===== src/rtl/fft_delay_line_if.sv =====
// fft_delay_line_if: control, sample and status bundle for the runtime-configurable delay line
interface fft_delay_line_if #(
  parameter int CHANNELS = 2,
  parameter int WIDTH    = 16,
  parameter int DW       = 4
);
  logic                      en;
  logic                      flush;
  logic                      load_cfg;
  logic [DW-1:0]             delay_sel;
  logic                      in_valid;
  logic [CHANNELS*WIDTH-1:0] in_data;
  logic                      out_valid;
  logic [CHANNELS*WIDTH-1:0] out_data;
  logic [DW-1:0]             cfg_delay;
  logic                      primed;
  modport master (
    output en, flush, load_cfg, delay_sel, in_valid, in_data,
    input  out_valid, out_data, cfg_delay, primed
  );
  modport slave (
    input  en, flush, load_cfg, delay_sel, in_valid, in_data,
    output out_valid, out_data, cfg_delay, primed
  );
endinterface


===== src/rtl/fft_delay_line.sv =====
// fft_delay_line: multi-lane delay line with runtime delay select, valid tracking, stall and flush
module fft_delay_line #(
  parameter int CHANNELS  = 2,
  parameter int WIDTH     = 16,
  parameter int MAX_DEPTH = 8,
  parameter int DW        = $clog2(MAX_DEPTH + 1)
) (
  input logic             clk,
  input logic             rst_n,
  fft_delay_line_if.slave b
);
  logic [CHANNELS*WIDTH-1:0] data_q [MAX_DEPTH];
  logic [CHANNELS*WIDTH-1:0] data_d [MAX_DEPTH];
  logic [MAX_DEPTH-1:0]      vld_q, vld_d;
  logic [DW-1:0]             cfg_q, cfg_d, cnt_q, cnt_d, sel_sat;
  assign sel_sat     = b.delay_sel > DW'(MAX_DEPTH) ? DW'(MAX_DEPTH) : b.delay_sel;
  assign b.cfg_delay = cfg_q;
  assign b.primed    = cnt_q == cfg_q;
  // Load and flush both invalidate the chain; data bits are kept to avoid a wide clear
  always_comb begin
    data_d = data_q;
    vld_d  = vld_q;
    cnt_d  = cnt_q;
    cfg_d  = b.load_cfg ? sel_sat : cfg_q;
    if (b.load_cfg || b.flush) begin
      vld_d = '0;
      cnt_d = '0;
    end else if (b.en) begin
      data_d[0] = b.in_data;
      vld_d[0]  = b.in_valid;
      for (int k = 1; k < MAX_DEPTH; k++) begin
        data_d[k] = data_q[k-1];
        vld_d[k]  = vld_q[k-1];
      end
      cnt_d = cnt_q < cfg_q ? cnt_q + DW'(1) : cnt_q;
    end
  end
  always_ff @(posedge clk or negedge rst_n) begin
    if (!rst_n) begin
      for (int k = 0; k < MAX_DEPTH; k++) data_q[k] <= '0;
      vld_q <= '0;
      cfg_q <= DW'(1);
      cnt_q <= '0;
    end else begin
      data_q <= data_d;
      vld_q  <= vld_d;
      cfg_q  <= cfg_d;
      cnt_q  <= cnt_d;
    end
  end
  // Delay 0 bypasses the chain combinationally; otherwise tap stage D-1
  always_comb begin
    b.out_data  = b.in_data;
    b.out_valid = b.in_valid;
    for (int k = 0; k < MAX_DEPTH; k++) begin
      if (cfg_q == DW'(k + 1)) begin
        b.out_data  = data_q[k];
        b.out_valid = vld_q[k];
      end
    end
  end
endmodule


===== src/flat_wrapper.sv =====
// flat-port wrapper written by rule: the top's interface ports become plain ports
module fft_delay_line_flat 
#(
  parameter int CHANNELS  = 2,
  parameter int WIDTH     = 16,
  parameter int MAX_DEPTH = 8,
  parameter int DW        = $clog2(MAX_DEPTH + 1)
)
  (clk, rst_n, b_en, b_flush, b_load_cfg, b_delay_sel, b_in_valid, b_in_data, b_out_valid, b_out_data, b_cfg_delay, b_primed);
  fft_delay_line_if #(.CHANNELS(CHANNELS), .WIDTH(WIDTH), .DW(DW)) b_i ();
  input logic clk;
  input logic rst_n;
  input wire logic [$bits(b_i.en)-1:0] b_en;
  input wire logic [$bits(b_i.flush)-1:0] b_flush;
  input wire logic [$bits(b_i.load_cfg)-1:0] b_load_cfg;
  input wire logic [$bits(b_i.delay_sel)-1:0] b_delay_sel;
  input wire logic [$bits(b_i.in_valid)-1:0] b_in_valid;
  input wire logic [$bits(b_i.in_data)-1:0] b_in_data;
  output wire logic [$bits(b_i.out_valid)-1:0] b_out_valid;
  output wire logic [$bits(b_i.out_data)-1:0] b_out_data;
  output wire logic [$bits(b_i.cfg_delay)-1:0] b_cfg_delay;
  output wire logic [$bits(b_i.primed)-1:0] b_primed;
  assign b_i.en = b_en;
  assign b_i.flush = b_flush;
  assign b_i.load_cfg = b_load_cfg;
  assign b_i.delay_sel = b_delay_sel;
  assign b_i.in_valid = b_in_valid;
  assign b_i.in_data = b_in_data;
  assign b_out_valid = b_i.out_valid;
  assign b_out_data = b_i.out_data;
  assign b_cfg_delay = b_i.cfg_delay;
  assign b_primed = b_i.primed;
  fft_delay_line #(.CHANNELS(CHANNELS), .WIDTH(WIDTH), .MAX_DEPTH(MAX_DEPTH), .DW(DW)) u_core (.clk(clk), .rst_n(rst_n), .b(b_i));
endmodule

===== config.mk =====
export PLATFORM = sky130hd
export DESIGN_NAME = fft_delay_line_flat
export DESIGN_NICKNAME = d
export VERILOG_FILES = /design/src/rtl/fft_delay_line_if.sv /design/src/rtl/fft_delay_line.sv /design/src/flat_wrapper.sv
export SDC_FILE = /design/constraint.sdc
export NUM_CORES = 1
export LEC_CHECK = 0
export CORE_MARGIN = 4
export CORE_UTILIZATION = 35
export CTS_CLUSTER_DIAMETER = 30
export DETAILED_ROUTE_END_ITERATION = 12
export MAX_ROUTING_LAYER = met4
export PLACE_DENSITY = 0.5
export SYNTH_ARGS = -nofsm -noshare
export SYNTH_HDL_FRONTEND = slang
export SYNTH_SLANG_ARGS = --single-unit

===== constraint.sdc =====
create_clock -name clk -period 2.15 [get_ports clk]
set_input_delay 0.215 -clock clk [delete_from_list [all_inputs] [get_ports clk]]
set_output_delay 0.215 -clock clk [all_outputs]
set_load 0.05 [all_outputs]

==> results of run 1 <==
[worst reg2reg max path, delay by kind of cell (launching register included)]
kind	cells	cell delay, ns
AO/OA/AOI/OAI	3	0.50
adder cells (fa/ha/maj)	1	0.18
buffers and inverters	1	0.23
flip-flops	1	0.67
AND/OR/NAND/NOR	2	0.39
[routing by layer]
layer	vias to the layer above	part of all wire, %	wire, um	global-route usage (%)
li1	4568	-	-	-
met1	5074	46	17800	25.6
met2	218	48	18500	30.7
met3	73	4.2	1640	4.48
met4	0	2.3	909	5.83
met5	-	0	0	-
[cell families after synthesis]
kind of cell | Yosys count
adders and majority gates | 5
DFF | 272
AOI/OAI and AO/OA | 280
buffers and inverters | 95
muxes | 296
and+or+nand+nor | 151
[how the worst max path moves through the flow]
stage / endpoint / slack, ns / cells after the start
final: b_out_data[13] / -0.62 / 8
after global routing: b_out_data[13] / -0.70 / 8
after CTS: b_out_data[0] / -0.63 / 8
after detailed placement: b_out_data[15] / -0.12 / 8
after global placement: b_out_data[15] / -0.1 / 8
after floorplan: b_out_data[10] / -0.13 / 7
[cells in the final DEF, fill, tap and decap left out, types with 11 or more instances in the layout]
cell,netlist,layout
a21oi_1,43,35
buf_6,0,22
clkinv_2,0,13
buf_4,3,79
a221o_1,25,25
o22ai_1,59,52
o21ai_2,0,11
bufinv_16,0,15
clkbuf_16,0,76
nor2_1,49,46
mux2_2,261,261
clkdlybuf4s50_1,0,40
buf_12,0,58
o21ai_0,91,48
or3_1,30,26
mux2i_1,35,35
a31oi_4,0,26
o21ai_1,1,31
dfrtp_1,271,268
nand2_1,40,39
[timing repair]
action / in CTS / in global routing
hold endpoints to repair: 50 / 0
cloned: 6 / 2
gates resized for setup: 76 / 73
endpoints found under the setup margin: 37 / 37
hold buffers: 1 / 0
pin swaps: 34 / 42
buffers inserted: 18 / 5
[final cells by class]
class,count,area (um^2)
clock inverter,37,598
tap,468,586
fill,3106,17300
clock buffer,93,2010
inverter,7,56.3
timing repair buffer,215,2750
multi-input combinational,732,6620
sequential,272,6820
[synthesized netlist by cell type, drive strengths merged, types with 2 or more instances]
master	instances
and3	2
a31oi	30
dfrtp	271
nand3	6
nand2	40
nand2b	6
mux2i	35
or4	2
nor2	51
buf	57
o32ai	6
a211oi	2
nor2b	4
o211a	5
a221o	25
or3	30
a221oi	5
o21a	2
ha	5
nand3b	2
a21oi	43
o21ai	92
o22ai	59
or2	2
nor3	2
clkbuf	31
inv	7
mux2	261
a22oi	3
[stage by stage]
stage,setup WS [ns],setup TNS (ns),hold slack (ns)
final,-0.618,-18.65,0.203
after global routing,-0.696,-21.67,0.240
after CTS,-0.627,-19.55,0.211
after detailed placement,-0.115,-1.81,0.189
after global placement,-0.0968,-1.51,0.189
after floorplan,-0.129,-1.74,-0.0806
[flip-flops by register name, summed over array words and instances, names as in the netlist]
signal and flops:
u_core.data_q 256, u_core.vld_q 8, u_core.cnt_q 4, u_core.b.cfg_delay 4
[where the power goes]
group | switching, mW | leakage [nW] | internal, mW
clock network | 3.18 | 1.28 | 8.34
logic | 2.66 | 3.57 | 3.39
registers | 1.52 | 3.40 | 7.17
==> results_dict.tcl, run 1 <==
set metrics [dict create \
    status "complete, but fails checks" \
    violations "setup timing" \
    end_kind "output port" \
    numPortBuffers 79 \
    synth.distinct_cells 50 \
    grt_max_degree 66 \
    yosysTopAreaCellShare_pct 51.9 \
    fmax_ghz 0.361 \
    dieArea_mm2 0.0405 \
    cts_buffer_depth 3 \
    r2r-start "u_core.b.cfg_delay[0]" \
    setup_violations 34 \
    criticalPathCategory "flop to output port" \
    wirelength_um 38800 \
    rsz0062_at_grt "yes" \
    synth_mux_area_share_pct 25.2 \
    synthAdderAreaFrac_pct 0.478 \
    drive_gt1_share_pct 48.3 \
    finalNetCount 1346 \
    stdcell_area_mm2 0.0194 \
    syn_nets 1146 \
    areaGrowthSynthToFinish_pct 48.7 \
    post-place-cells 1664 \
    fin_cells 1824 \
    critPathTopFamily "flip-flops" \
    maxCapViolations 0 \
    post-route-util_pct 53.0 \
    synthXorXnorAreaFrac_pct 0 \
    min_path_type "input port to asynchronous set/reset pin" \
    yosysSeqAreaShare_pct 52.1 \
    cts_made_buffers 71 \
    cts_tree "yes" \
    slew_viol_final 0 \
    setup_slack_ns -0.618 \
    synth_edf_count 0 \
    ios 80 \
    grt_pass1_vias 10430 \
    drtPass1Iterations 5 \
    core_area_mm2 0.0367 \
    critical_path_buf_inv_count 4 \
    gr-total-overflow 0 \
    final_antenna_net_count 0 \
    relSlewSlack_pct 64.9 \
    clk_pin_slew_ns 0.05 \
    dp_hpwl_um 23800 \
    track_usage_pct 19.6 \
    reg2regPathDepth 7 \
    synthFlopType "dfrtp_1" \
    root_buffer "clkbuf_16" \
    crit_arrival_ns 2.55 \
    crit_top_cell "buf_12" \
    grt_first_pass_wirelength_um 61200 \
    critical_path.max_stage_delay_ns 0.67 \
    placed_area_mm2 0.0160 \
    clock_latency_ns 0.56 \
    synthCells 1099 \
    wire_per_inst_um 21.3 \
    vdd.ir_drop.worst_uv 737 \
    vias 9933 \
    avgSynthCellArea_um2 11.9 \
    finClkSkew_ns 0.0179 \
    synth-simple-area-share_pct 5.59 \
    synth_area_mm2 0.0131 \
    r2r_slack_ns 0.10 \
    period_needed_ns 2.77 \
    die_x_um 201 \
    clock_sinks 272 \
    ys_ff_latch 272 \
    vias_per_cell 5.45 \
    drtIter0Drc 454 \
    antenna_cells 0 \
    synth_top_family_by_area "multiplexers" \
    finalPower_mw 26.3 \
    drc 0 \
    period_share_pct 129 \
    h-tree-depth 3 \
    antenna_found_initial 0 \
    critPathSlowestCell "dfstp_4" \
    reg2reg_to "u_core.cnt_q[3]" \
    power_density_mw_per_mm2 1350 \
    synth_compound_area_share_pct 13.4 \
    rows 70 \
    setup.worst_path.start "u_core.b.cfg_delay[0]" \
    cp.required_ns 1.93 \
    crit_chain "buf_12 -> inv_12 -> buf_8 -> or3_1 -> o21ai_2 -> a221o_1 -> a31oi_4 -> buf_12" \
    finalHoldViolCount 0 \
    p_leak_nw 8.26 \
    startpoint_type "flop" \
    place_congestion 0.740 \
    die_h_um 201 \
    synth_top_cell_by_area "dfrtp_1" \
    start_util_pct 35.6 \
    tightest_slew_ns 0.526 \
    async_flop_share_pct 100 \
    synthTopCellsByArea "dfrtp_1, mux2_2, o21ai_0, o22ai_1, mux2i_1" \
    ys_warn_count 0 \
    worst-path-max-fanout 9 \
]
(Power assumes the default switching activity.)
==> run 2, diff against run 1 <==
Settings changed: SETUP_SLACK_MARGIN from default to 0.15.
==> run 2 against run 1 <==
Compared with the run above:
- the flow still finishes with violations (setup timing)
- critical path depth decreased by 2
- worst hold slack got worse by 0.032 ns
- design area fell by 1.1%
- non-clock buffer count fell by 14
- global-route usage fell by 0.34 points
- setup slack improved by 0.047 ns
- register-to-register slack lost 0.14 ns
- final cell count down 0.38%
- largest cell class unchanged
==> results_dict.tcl, run 2 (synthesis gave the netlist of run 1 again) <==
set metrics [dict create \
    setup_slack_ns -0.571 \
    clock_latency_ns 0.56 \
    antenna_cells 0 \
    largest_reg_flops 256 \
    numPortBuffers 79 \
    period_share_pct 127 \
    worst-path-max-fanout 9 \
    power_density_mw_per_mm2 1350 \
    die_h_um 201 \
    vdd.ir_drop.worst_uv 577 \
    grt_pass1_vias 10505 \
    seqPwrFrac_pct 33.7 \
    h-tree-depth 3 \
    tightest_slew_ns 0.489 \
    start_util_pct 35.6 \
    wire_per_inst_um 21.2 \
    p_switching_mw 7.37 \
    p_clk_share_pct 43.1 \
    drive_gt1_share_pct 46.6 \
    root_buffer "clkbuf_16" \
    drtPass1Iterations 5 \
    die_x_um 201 \
    post-route-util_pct 52.4 \
    areaGrowthSynthToFinish_pct 47.0 \
    cts_made_buffers 76 \
    startpoint_type "flop" \
    setup_violations 35 \
    maxCapViolations 0 \
    finalHoldViolCount 0 \
    grt_max_degree 59 \
    relSlewSlack_pct 67.6 \
    finClkSkew_ns 0.0129 \
    drc 0 \
    min_path_type "input port to asynchronous set/reset pin" \
    vias_per_cell 5.49 \
    stdcell_area_mm2 0.0192 \
    cts_tree "yes" \
    final_common_cell "dfrtp_1" \
    reg2reg_to "u_core.cnt_q[3]" \
    fillers 3172 \
    pre_cts_ws_ns -0.193 \
    track_usage_pct 19.3 \
    p_sw_share_pct 28.5 \
    place_congestion 0.762 \
    grt_first_pass_wirelength_um 60600 \
    placed_area_mm2 0.0160 \
    crit_arrival_ns 2.51 \
    dieArea_mm2 0.0405 \
    vias 9977 \
    criticalPathCategory "flop to output port" \
    p_comb_share_pct 23.2 \
    r2r_slack_ns -0.04 \
    antenna_found_initial 0 \
    internal_power_mw 18.5 \
    gr-total-overflow 0 \
    reg_top3 "u_core.data_q: 256 flops, u_core.vld_q: 8 flops" \
    status "complete, but fails checks" \
    p_leak_nw 8.16 \
    final_antenna_net_count 0 \
    wirelength_um 38500 \
    fmax_ghz 0.367 \
    clk_pin_slew_ns 0.04 \
    core_area_mm2 0.0367 \
    layout_common_cells "dfrtp_1, mux2_2, clkbuf_16, buf_4, buf_12" \
    reg2regPathDepth 9 \
    dp_hpwl_um 23600 \
    clock_sinks 272 \
    period_needed_ns 2.72 \
    top_register "u_core.data_q" \
    cp.required_ns 1.93 \
    ios 80 \
    fin_tns_setup_ns -17.68 \
    violations "setup timing" \
    slew_viol_final 0 \
    cts_buffer_depth 3 \
    r2r-start "u_core.b.cfg_delay[0]" \
    hold_ws_ns 0.171 \
    rsz0062_at_grt "yes" \
    rows 70 \
    end_kind "output port" \
    drtIter0Drc 510 \
    finalNetCount 1337 \
]
[run 2: changes by cell type in the layout (fill, tap and decap cells not counted), sizes merged]
cell	delta
buf	-15
clkbuf	+21
clkinv	-3
dlygate4sd2	+1
clkinvlp	-1
clkdlybuf4s15	-1
bufinv	-9
[run 2: power by group through the flow]
| stage | logic (mW) | clock network [mW] | registers (mW) |
|---|---|---|---|
| after floorplan | 4.00 | 0 | 8.21 |
| after global placement | 5.71 | 0 | 8.65 |
| after detailed placement | 5.80 | 0 | 8.68 |
| after CTS | 5.97 | 11.4 | 8.65 |
| after global routing | 6.48 | 11.7 | 8.97 |
| final | 6.01 | 11.1 | 8.71 |
[run 2: final cells by class]
type / instances / area (um^2) / share of cell area (%)
Sequential cell: 272 / 6820 / 35.5
Clock inverter: 24 / 303 / 1.58
Timing Repair Buffer: 201 / 2610 / 13.6
Multi-Input combinational cell: 732 / 6580 / 34.2
Clock buffer: 113 / 2280 / 11.9
Inverter: 7 / 35.0 / 0.182
Tap cell: 468 / 586 / 3.05
[run 2: layer usage]
layer | up-vias | track usage (%) | share of wire (%)
met5 | - | - | 0
met4 | 0 | 6.32 | 2.4
met3 | 69 | 3.67 | 3.9
met2 | 232 | 29.3 | 47
met1 | 5122 | 26.2 | 47
li1 | 4554 | - | -
[run 2: critical path, cell delays in order, from the launching register on]
cell and delay [ns]:
dfstp_4 0.68, buf_4 0.16, bufbuf_16 0.27, o21ai_0 0.09
a221o_1 0.36, a31oi_4 0.22, buf_12 0.17
[run 2: worst max path at each step]
stage | from | end | depth (start not counted)
3_3_place_gp | u_core.b.cfg_delay[0] | b_out_data[17] | 7
5_1_grt | u_core.b.cfg_delay[3] | b_out_data[15] | 8
6_report | u_core.b.cfg_delay[0] | b_out_data[25] | 6
4_1_cts | u_core.b.cfg_delay[0] | b_out_data[30] | 7
2_1_floorplan | u_core.b.cfg_delay[0] | b_out_data[10] | 7
3_5_place_dp | u_core.b.cfg_delay[0] | b_out_data[17] | 7
[run 2: repair_timing]
item                                   CTS  global route
endpoints found under the hold margin   69             0
buffers inserted                        10             9
resized for setup                       63            48
setup endpoints to repair               40            39
hold buffers                             1             0
pin swaps                               12            24
cloned                                   1             3
[run 2: per-stage QoR]
step	power, mW	std cells
4_1_cts	26.0	1805
2_1_floorplan	12.2	1099
5_1_grt	27.1	1817
6_report	25.9	1817
3_3_place_gp	14.4	1656
3_5_place_dp	14.5	1656
